File: config.mk
export PLATFORM = sky130hd
export DESIGN_NAME = clock_div_prog
export DESIGN_NICKNAME = d
export VERILOG_FILES = /design/src/rtl/clock_div_prog.sv
export SDC_FILE = /design/constraint.sdc
export NUM_CORES = 1
export LEC_CHECK = 0
export BUFFER_PORTS_ARGS = -buffer_cell sky130_fd_sc_hd__clkbuf_2
export CAP_MARGIN = 20
export CORE_MARGIN = 3
export CORE_UTILIZATION = 30
export DETAILED_ROUTE_END_ITERATION = 16
export PLACE_DENSITY_LB_ADDON = 0.3
export SYNTH_ARGS = -nofsm -noshare
export SYNTH_HDL_FRONTEND = slang
export SYNTH_SLANG_ARGS = --single-unit
File: constraint.sdc
create_clock -name clk_i -period 2.45 [get_ports clk_i]
set_input_delay 0.245 -clock clk_i [delete_from_list [all_inputs] [get_ports clk_i]]
set_output_delay 0.245 -clock clk_i [all_outputs]
set_load 0.005 [all_outputs]
File: src/rtl/clock_div_prog.sv
// Programmable tick / square-wave divider with a shadowed, glitch-free divisor.
// A new divisor only lands in div_cur at a period wrap or on restart.
module clock_div_prog #(
   parameter int unsigned WIDTH       = 28,
   parameter int unsigned DEFAULT_DIV = 200000
) (
   input  logic             clk_i,
   input  logic             rst_i,
   input  logic             en_i,
   input  logic             restart_i,
   input  logic             div_load_i,
   input  logic [WIDTH-1:0] div_in_i,
   output logic             tick_o,
   output logic             sq_o,
   output logic [WIDTH-1:0] div_cur_o
);

   localparam logic [WIDTH-1:0] DIV_RST = (DEFAULT_DIV == 0) ? WIDTH'(1) : WIDTH'(DEFAULT_DIV);
   localparam logic [WIDTH-1:0] ONE     = WIDTH'(1);

   logic [WIDTH-1:0] cnt_q, cnt_d;
   logic [WIDTH-1:0] div_cur_q, div_cur_d;
   logic [WIDTH-1:0] div_shadow_q, div_shadow_d;
   logic             tick_q, tick_d;
   logic             sq_q, sq_d;

   logic [WIDTH-1:0] din_clamp;
   logic [WIDTH-1:0] nd;
   logic [WIDTH:0]   half;
   logic             wrap;
   logic             at_half;

   assign din_clamp = (div_in_i == '0) ? ONE : div_in_i;
   // A load on the same edge as a wrap/restart bypasses the shadow register.
   assign nd        = div_load_i ? din_clamp : div_shadow_q;
   // One extra bit keeps (div+1)>>1 correct for an all-ones divisor.
   assign half      = ({1'b0, div_cur_q} + (WIDTH+1)'(1)) >> 1;
   assign wrap      = (cnt_q >= div_cur_q);
   assign at_half   = ({1'b0, cnt_q} == half);

   always_comb begin
      cnt_d        = cnt_q;
      div_cur_d    = div_cur_q;
      div_shadow_d = div_load_i ? din_clamp : div_shadow_q;
      tick_d       = 1'b0;
      sq_d         = sq_q;
      if (restart_i) begin
         cnt_d     = ONE;
         sq_d      = 1'b0;
         div_cur_d = nd;
      end else if (en_i) begin
         if (wrap) begin
            cnt_d     = ONE;
            tick_d    = 1'b1;
            sq_d      = 1'b1;
            div_cur_d = nd;
         end else begin
            cnt_d = cnt_q + ONE;
            if (at_half) begin
               sq_d = 1'b0;
            end
         end
      end
   end

   always_ff @(posedge clk_i) begin
      if (rst_i) begin
         cnt_q        <= ONE;
         div_cur_q    <= DIV_RST;
         div_shadow_q <= DIV_RST;
         tick_q       <= 1'b0;
         sq_q         <= 1'b0;
      end else begin
         cnt_q        <= cnt_d;
         div_cur_q    <= div_cur_d;
         div_shadow_q <= div_shadow_d;
         tick_q       <= tick_d;
         sq_q         <= sq_d;
      end
   end

   assign tick_o    = tick_q;
   assign sq_o      = sq_q;
   assign div_cur_o = div_cur_q;

endmodule
==> impl_metrics.tcl <==
set metrics [dict create \
    final_cells 915 \
    clk_latency_ps 350 \
    path_class "reg2reg" \
    vias 4704 \
    die-width_um 133 \
    cp_common_cell "o21ai_2" \
    grt_overflow_total 0 \
    ys_types 60 \
    peak_vdd_ir_uv 310 \
    io_pins 63 \
    power_density_nw_per_um2 522 \
    path_depth 12 \
    min_period_over_period 0.998 \
    least_margin_pin_slew_ps 911 \
    regToRegStartpoint "div_cur_o[21]" \
    cts_max_path_buffers 2 \
    max_h_tree_level 3 \
    layout.cells.most_common "buf_4" \
    drive_above_1_share 0.388 \
    critical_path.slowest_cell "a221oi_2" \
    critical_path.max_fanout 6 \
    fin_hold_ws_ps 124 \
    seq_area_frac_synth 0.354 \
    overall_global_routing_resource_usage 0.169 \
    drt_via_density 5.14 \
    drt-total-wl_um 15700 \
    fillCellCount 1553 \
    finalMaxSlewViolations 0 \
    synth-warning-count 0 \
    required_arrival_time_at_the_worst_endpoint_ps 2740 \
    finalCriticalPeriod_ps 2450 \
    final_core_util 0.450 \
    ctsRootBufferMaster "clkbuf_16" \
    route.antenna.remaining_nets 0 \
    fmaxAchievable_mhz 409 \
    critPathMaxStageDelay_ps 360 \
    critical_path.reg2reg.endpoint "cnt_q[18]" \
    ys_ff_latch 86 \
    synth-edff-count 0 \
    timing.slew.headroom 0.393 \
    synth_area_per_cell_sq_um 8.94 \
    syn_area_sq_um 4870 \
    synthCells 544 \
    std_cell_rows 45 \
    fp.dieArea_sq_um 17800 \
    yosys_most_used_dff "dfxtp_1" \
    synthArstFlopShare 0 \
    drt_first_pass_iters 5 \
    cellLeakagePower_nw 3.00 \
    numCtsBuffers 9 \
    timing.critical_path.cells "inv_2 -> ha_4 -> a21o_1 -> a221o_1 -> a221oi_2 -> o21ai_2 -> o21ai_2 -> buf_4 -> nand2_4 -> buf_12 -> clkbuf_16 -> nor2_1" \
    place.gp.congestion 0.888 \
    drc 0 \
    first_iter_violations 220 \
    insertedDiodeCount 0 \
    final_cell_mix "buf_4 (95), dfxtp_1 (69), clkbuf_2 (62)" \
    port-buffer-count 62 \
    grt_pass1_vias 4616 \
    area_growth_pct 43.8 \
    synth.net_count 607 \
    antenna_found_initial 0 \
    clock-skew-final_ps 10.1 \
    crit_buf_inv 4 \
    crit_start "div_cur_o[21]" \
    crit_path_capture_type "flip-flop" \
    finalNetCount 762 \
    coreArea_sq_um 15500 \
    max-cap-violations 0 \
    setup_tns_ps 0 \
    r2r.worst_path.cells 12 \
    finalHoldViolations 0 \
    grt_start_max_net_pins 36 \
    clk_transition_reported_paths_ps 70 \
    post_route_setup_slack_ps 3.81 \
    holdCritPathClass "in2reg" \
    grt_setup_unrepaired "yes" \
    cts_tree "built" \
    place_worst_setup_slack_ps -184 \
    outcome "completed" \
    grt_first_pass_wirelength_um 23900 \
    start_util 0.313 \
    place.detailed.instances 884 \
    critPathArrivalTime_ps 2740 \
    route.detailed.wl_per_inst_um 17.1 \
    crit_path_end "cnt_q[18]" \
    detailed_place_hpwl_um 11900 \
    die_height_um 133 \
    reg2reg_setup_slack_ps 4 \
    cts.sinks 86 \
    report.final.setup_viol 0 \
    family_of_cells_with_the_greatest_summed_delay_on_the_critical_path "compound AO/OA/AOI/OAI gates" \
    critical_path_start_type "flip-flop" \
]
==> through the flow <==
stage / total power, mW / instance area, sq um
final: 3.65 / 7000
after global routing: 3.80 / 7000
after floorplan: 1.86 / 4910
after global placement: 2.13 / 6080
after CTS: 3.62 / 6540
after detailed placement: 2.15 / 6080
==> Yosys cell counts (5+ instances only) <==
cell type / count / area [sq um]
xnor2_1: 28 / 245
inv_1: 30 / 113
o22a_1: 21 / 184
and4_1: 12 / 105
a21oi_1: 8 / 40.0
mux2i_1: 21 / 210
xor2_1: 30 / 263
nor3_1: 9 / 45.0
o21ai_0: 7 / 35.0
o2bb2ai_1: 6 / 52.6
a211o_1: 9 / 78.8
nor4_1: 19 / 119
buf_2: 5 / 25.0
nor2b_1: 9 / 56.3
nand3_1: 20 / 100
and3_1: 11 / 68.8
ha_1: 30 / 375
nand4_1: 17 / 106
nor2_1: 57 / 214
nand2_1: 25 / 93.8
dfxtp_1: 86 / 1720
clkbuf_1: 19 / 71.3
==> sequential cells by signal, indices dropped and copies added (netlist names) <==
signal and cells:
cnt_q 28, div_cur_o 28, div_shadow_q 28, sq_o 1, tick_o 1
==> layout make-up <==
cell class / count / area (sq um) / share of cell area
Inverter: 30 / 113 / 0.0161
Tap cell: 211 / 264 / 0.0377
Clock buffer: 12 / 256 / 0.0367
Multi-Input combinational cell: 402 / 3330 / 0.476
Clock inverter: 4 / 53.8 / 0.00769
Sequential cell: 86 / 1750 / 0.250
Timing Repair Buffer: 170 / 1230 / 0.176
==> how the worst min path moves through the flow <==
stage | startpoint | endpoint | slack, ps | depth (start not counted)
after detailed placement | restart_i | cnt_q[1] | 490 | 2
after global placement | div_shadow_q[0] | div_shadow_q[0] | 480 | 2
final | restart_i | cnt_q[1] | 120 | 2
after floorplan | restart_i | cnt_q[1] | 320 | 1
after global routing | restart_i | cnt_q[1] | 140 | 2
after CTS | restart_i | cnt_q[1] | 120 | 2
==> cells by family after synthesis <==
| family | after synthesis | share of synthesized area |
|---|---|---|
| adder cells (fa/ha/maj) | 30 | 0.0771 |
| flip-flops | 86 | 0.354 |
| buffers and inverters | 56 | 0.0453 |
| XOR/XNOR | 58 | 0.104 |
| AO/OA/AOI/OAI | 86 | 0.137 |
| multiplexers | 23 | 0.0478 |
| AND/OR/NAND/NOR | 205 | 0.235 |
==> worst register-to-register path: cells and delay by family (launching register included) <==
family / cells / cell delay (ps)
buf+inv: 4 / 540
fa+ha+maj: 1 / 210
simple gates: 2 / 140
flops: 1 / 340
compound gates: 5 / 1170
==> power by group <==
part	switching [mW]	internal, mW
combinational	0.364	0.327
clock	0.594	0.850
sequential	0.0424	1.47
==> routing by layer <==
layer  global-route usage  up-vias  share of wire
li1                     -     2291              -
met1                0.216     2274           0.46
met2                0.283      109           0.47
met3               0.0321       30          0.042
met4               0.0629        0          0.026
met5                    0        -              0
==> repair_timing <==
item | CTS | global route
hold buffers | 0 | 0
buffers inserted | 7 | 5
cloned | 2 | 2
pin swaps | 8 | 46
resized for setup | 26 | 93
endpoints found under the setup margin | 54 | 56
(Power assumes the default switching activity.)
